===== src/rtl/pipe_pkg.sv =====
// Shared constants for the pipeline inter-stage registers: NOP encoding,
// the "no destination" register address and the per-stage Tnew values.
package pipe_pkg;

  localparam logic [31:0] NOP_INSTR = 32'h0000_0000;
  localparam logic [4:0]  REG_ZERO  = 5'd0;

  localparam int unsigned TNEW_W_DEFAULT = 2;

  // Cycles until a result becomes available, counted from the ID stage.
  localparam int unsigned TNEW_ALU  = 1;
  localparam int unsigned TNEW_LOAD = 2;

endpackage


===== src/rtl/sat_counter.sv =====
// Saturating up-counter for performance debug; holds at all-ones and never wraps.
module sat_counter #(
  parameter int unsigned W = 16
) (
  input  logic         clk,
  input  logic         reset,
  input  logic         inc,
  output logic [W-1:0] cnt
);

  always_ff @(posedge clk) begin
    if (reset) begin
      cnt <= '0;
    end else if (inc && (cnt != {W{1'b1}})) begin
      cnt <= cnt + 1'b1;
    end
  end

endmodule


===== src/rtl/pipe_stage_reg.sv =====
// Configurable inter-stage register for the 5-stage MIPS pipeline with
// stall/bubble/flush controls, valid gating, optional Tnew decrement and event counters.
module pipe_stage_reg
  import pipe_pkg::*;
#(
  parameter int unsigned PAYLOAD_W         = 128,
  parameter int unsigned TNEW_W            = TNEW_W_DEFAULT,
  parameter bit          TNEW_DEC          = 1'b1,
  parameter bit          KEEP_PC_ON_BUBBLE = 1'b1,
  parameter int unsigned CNT_W             = 16
) (
  input  logic                 clk,
  input  logic                 reset,
  input  logic                 stall,
  input  logic                 bubble,
  input  logic                 flush,
  input  logic                 in_valid,
  input  logic [31:0]          in_instr,
  input  logic [31:0]          in_pc,
  input  logic [4:0]           in_regaddr,
  input  logic [TNEW_W-1:0]    in_tnew,
  input  logic [PAYLOAD_W-1:0] in_payload,
  output logic                 out_valid,
  output logic [31:0]          out_instr,
  output logic [31:0]          out_pc,
  output logic [4:0]           out_regaddr,
  output logic [TNEW_W-1:0]    out_tnew,
  output logic [PAYLOAD_W-1:0] out_payload,
  output logic [CNT_W-1:0]     stall_cnt,
  output logic [CNT_W-1:0]     bubble_cnt
);

  localparam logic [TNEW_W-1:0] TNEW_ONE = 1;

  // Control semantics: there is no handshake. in_valid only marks whether the
  // upstream slot carries a real instruction; priority is reset > flush >
  // bubble > stall > load, and only the action actually taken is counted.
  logic take_bubble;
  logic take_stall;

  assign take_bubble = bubble && !flush;
  assign take_stall  = stall && !bubble && !flush;

  // Invalid slots must never look like a forwarding source or a pending producer.
  logic [31:0]       instr_load;
  logic [4:0]        regaddr_load;
  logic [TNEW_W-1:0] tnew_load;

  always_comb begin
    instr_load   = NOP_INSTR;
    regaddr_load = REG_ZERO;
    tnew_load    = '0;
    if (in_valid) begin
      instr_load   = in_instr;
      regaddr_load = in_regaddr;
      if (TNEW_DEC && (in_tnew != '0)) begin
        tnew_load = in_tnew - TNEW_ONE;
      end else begin
        tnew_load = in_tnew;
      end
    end
  end

  always_ff @(posedge clk) begin
    if (reset || flush) begin
      out_valid   <= 1'b0;
      out_instr   <= NOP_INSTR;
      out_pc      <= 32'h0;
      out_regaddr <= REG_ZERO;
      out_tnew    <= '0;
      out_payload <= '0;
    end else if (bubble) begin
      // A bubble may keep the PC so a later exception can still report an EPC.
      out_valid   <= 1'b0;
      out_instr   <= NOP_INSTR;
      out_pc      <= KEEP_PC_ON_BUBBLE ? in_pc : 32'h0;
      out_regaddr <= REG_ZERO;
      out_tnew    <= '0;
      out_payload <= '0;
    end else if (!stall) begin
      out_valid   <= in_valid;
      out_instr   <= instr_load;
      out_pc      <= in_pc;
      out_regaddr <= regaddr_load;
      out_tnew    <= tnew_load;
      out_payload <= in_payload;
    end
  end

  sat_counter #(.W(CNT_W)) u_stall_cnt (
    .clk   (clk),
    .reset (reset),
    .inc   (take_stall),
    .cnt   (stall_cnt)
  );

  sat_counter #(.W(CNT_W)) u_bubble_cnt (
    .clk   (clk),
    .reset (reset),
    .inc   (take_bubble),
    .cnt   (bubble_cnt)
  );

endmodule


===== config.mk =====
export PLATFORM = sky130hd
export DESIGN_NAME = pipe_stage_reg
export DESIGN_NICKNAME = d
export VERILOG_FILES = /design/src/rtl/pipe_pkg.sv /design/src/rtl/sat_counter.sv /design/src/rtl/pipe_stage_reg.sv
export SDC_FILE = /design/constraint.sdc
export NUM_CORES = 1
export LEC_CHECK = 0
export CAP_MARGIN = 40
export CORE_AREA = 4 4 170 172
export DETAILED_ROUTE_END_ITERATION = 16
export DIE_AREA = 0 0 174 176
export PLACE_DENSITY = 0.67
export SLEW_MARGIN = 20
export SYNTH_ARGS = -nofsm -noshare
export SYNTH_HDL_FRONTEND = slang
export SYNTH_SLANG_ARGS = --single-unit

===== constraint.sdc =====
create_clock -name clk -period 2.5 [get_ports clk]
set_input_delay 0.25 -clock clk [delete_from_list [all_inputs] [get_ports clk]]
set_output_delay 0.25 -clock clk [all_outputs]
set_load 0.1 [all_outputs]

==> impl_metrics.json <==
{
  "die_area_um2": 30620,
  "nFillCells": 2565,
  "yosysWarningCount": 0,
  "initial_core_util": 0.3134,
  "powerDensity_nw_per_um2": 669.7,
  "use_met1": 0.1994,
  "yosysTopAreaCell": "dfxtp_1",
  "htreeDepth": 1,
  "switching_share": 0.2565,
  "ys_ff_latch": 232,
  "crit_path_end_kind": "register",
  "hold_class": "input port to register",
  "clockBufferDepth": 3,
  "period_minus_slack_ns": 1.938,
  "ant_nets": 0,
  "finalWeightedCongestion": 0.8205,
  "drtPass1Iterations": 5,
  "setup_violations": 0,
  "combPwrFrac": 0.144,
  "ir_worst_vdd_v": 0.0005304,
  "drt_iter0_drc": 413,
  "ys_top_cells_by_area": "dfxtp_1 54%, mux2i_1 15%, nor2_1 8.0%",
  "nets": 1520,
  "synth_top_area_share": 0.5394,
  "finClkSkew_ns": 0.007809,
  "slew_headroom": 0.2230,
  "arrival_ns": 2.36,
  "synth.cell_area_um2": 8611,
  "antenna_found_initial": 4,
  "synth_cells": 897,
  "gr-total-overflow": 0,
  "cap_violations": 0,
  "synth.avg_cell_area_um2": 9.600,
  "die_h_um": 176,
  "first_global_vias": 7795,
  "port_buffers": 436,
  "clock-sinks": 232,
  "synth.distinct_cells": 49,
  "die_w_um": 174,
  "vias": 7986,
  "cts_setup_buffers": 0,
  "drive_gt1_frac": 0.2318,
  "clk_latency_ns": 0.53,
  "grt.met2_usage": 0.3169,
  "clkSlewWorstSetupHoldPaths_ns": 0.06,
  "p_leak_uw": 0.005946,
  "yosys_most_used_dff": "dfxtp_1",
  "routed_via_density": 4.754,
  "ys_async_sr_fraction": 0,
  "fmax_ghz": 0.5160,
  "whs_ns": 0.08739,
  "critPathKind": "register to register",
  "hpwl_um": 21640,
  "crit_path_start_kind": "register",
  "ys_seq_area_frac": 0.5394,
  "ctsResizeCount": 0,
  "hold_viol": 0,
  "internal_power_uw": 6801,
  "finalCritPeriodShare": 0.7752,
  "route.detailed.drc": 0,
  "core_area_um2": 27480,
  "yosysMostFrequentCell": "dfxtp_1",
  "synth_edf_count": 0,
  "rsz0062_at_grt": "no",
  "tns_ns": 0,
  "grt_busiest_layer": "met2",
  "critPathRequiredTime_ns": 2.92,
  "routed_wl_um": 29380,
  "cts_tree": "done",
  "area_delta_synth_final_pct": 58.63,
  "power_frac_seq": 0.416,
  "netSwitchingPower_uw": 2347,
  "grt_pass1_wl_um": 44120,
  "worstMarginPinSlew_ns": 1.166,
  "cts_root_buf": "clkbuf_16",
  "status": "finished, final reports clean",
  "wire_per_inst_um": 17.49,
  "fin_util": 0.4971,
  "io_pins": 437,
  "hold_buffers": 0,
  "drv_slew": 0,
  "cts_made_buffers": 27,
  "grt_use_total": 0.1780,
  "p_clk_frac": 0.440,
  "grt_use_met3": 0.06831,
  "synth_nets": 1104,
  "grt_max_degree": 143,
  "num_rows": 61,
  "synth_commonest_cells": "232 x dfxtp_1, 183 x nor2_1, 131 x mux2i_1",
  "crit_fanout": 9
}
[through the flow]
stage | setup WS [ns] | std cells | area [um^2] | power, uW
finish | 0.5621 | 1680 | 13660 | 9147
global route | 0.3729 | 1679 | 13660 | 9511
CTS | 0.5574 | 1679 | 13660 | 9294
detailed placement | 0.3355 | 1630 | 12740 | 5207
global placement | 0.3496 | 1630 | 12740 | 5197
floorplan | 0.03679 | 897 | 8613 | 4681
[final cells by class]
| cell class | instances | area, um^2 | area share |
|---|---|---|---|
| well taps | 346 | 432.9 | 0.03169 |
| repair buffers | 447 | 3920 | 0.2870 |
| flip-flops and latches | 232 | 4647 | 0.3402 |
| inverters | 2 | 7.507 | 0.0005496 |
| diodes | 1 | 2.502 | 0.0001832 |
| clock buffers | 41 | 768.2 | 0.05624 |
| multi-input cells | 603 | 3737 | 0.2736 |
| clock inverters | 8 | 143.9 | 0.01053 |
[kinds of logic after synthesis]
| logic type | share of synthesized area |
|---|---|
| and+or+nand+nor | 0.1787 |
| DFF | 0.5394 |
| muxes | 0.1641 |
| AOI/OAI and AO/OA | 0.08660 |
| buffers and inverters | 0.02833 |
| adders and majority gates | 0.002906 |
[metal layers]
layer  up-vias  routed length, um
li1       3925                  -
met1      3700              11330
met2       303              14540
met3        52               2702
met4         6                774
met5         -                 35
[power groups by stage]
stage	Combinational, uW	Clock [uW]	Sequential (uW)
after floorplan	305	0	4380
after global placement	1310	0	3880
after detailed placement	1320	0	3890
after CTS	1320	4160	3810
after global routing	1380	4320	3820
final	1310	4020	3810
[sequential cells by signal, summed over array words and instances (netlist names)]
register,flops
out_payload,128
out_instr,32
out_pc,32
u_bubble_cnt.cnt,16
u_stall_cnt.cnt,16
out_regaddr,5
out_tnew,2
out_valid,1
[path summary, 6_finish.rpt]
kind	startpoint	endpoint	cells past startpoint	slack [ns]
max	u_stall_cnt.cnt[0]	u_stall_cnt.cnt[0]	5	0.56
min	stall	out_instr[1]	3	0.09
max reg2reg	u_stall_cnt.cnt[0]	u_stall_cnt.cnt[0]	5	0.56
min reg2reg	out_pc[15]	out_pc[15]	2	0.45
[worst max-delay path: stages, from the launching register on]
cell and delay [ns]:
dfxtp_1 0.43, ha_1 0.27, nand3_1 0.19, nor4_4 0.38, a21boi_0 0.24, mux2_2 0.31
[cell usage in the layout (no fill, tap or decap), types with 3 or more instances in the layout]
master           count
o21ai_0              4
clkdlybuf4s50_1    203
nand4_1              5
mux2i_1            131
nand2_1             83
a22oi_1             37
clkbuf_16           27
buf_12               4
o211a_1              3
a21oi_1             52
nand3_1             13
nor4_1               3
buf_4              239
dfxtp_1            230
mux2_2               9
and3_1               5
or2_2                3
o41ai_1              3
nor2b_1             11
bufinv_16            4
or3_1                4
clkbuf_8             5
clkinv_2             3
nor3_1               9
or4_1                5
clkbuf_1            10
nor2_1             183
o31ai_1              7
(Power assumes the default switching activity.)
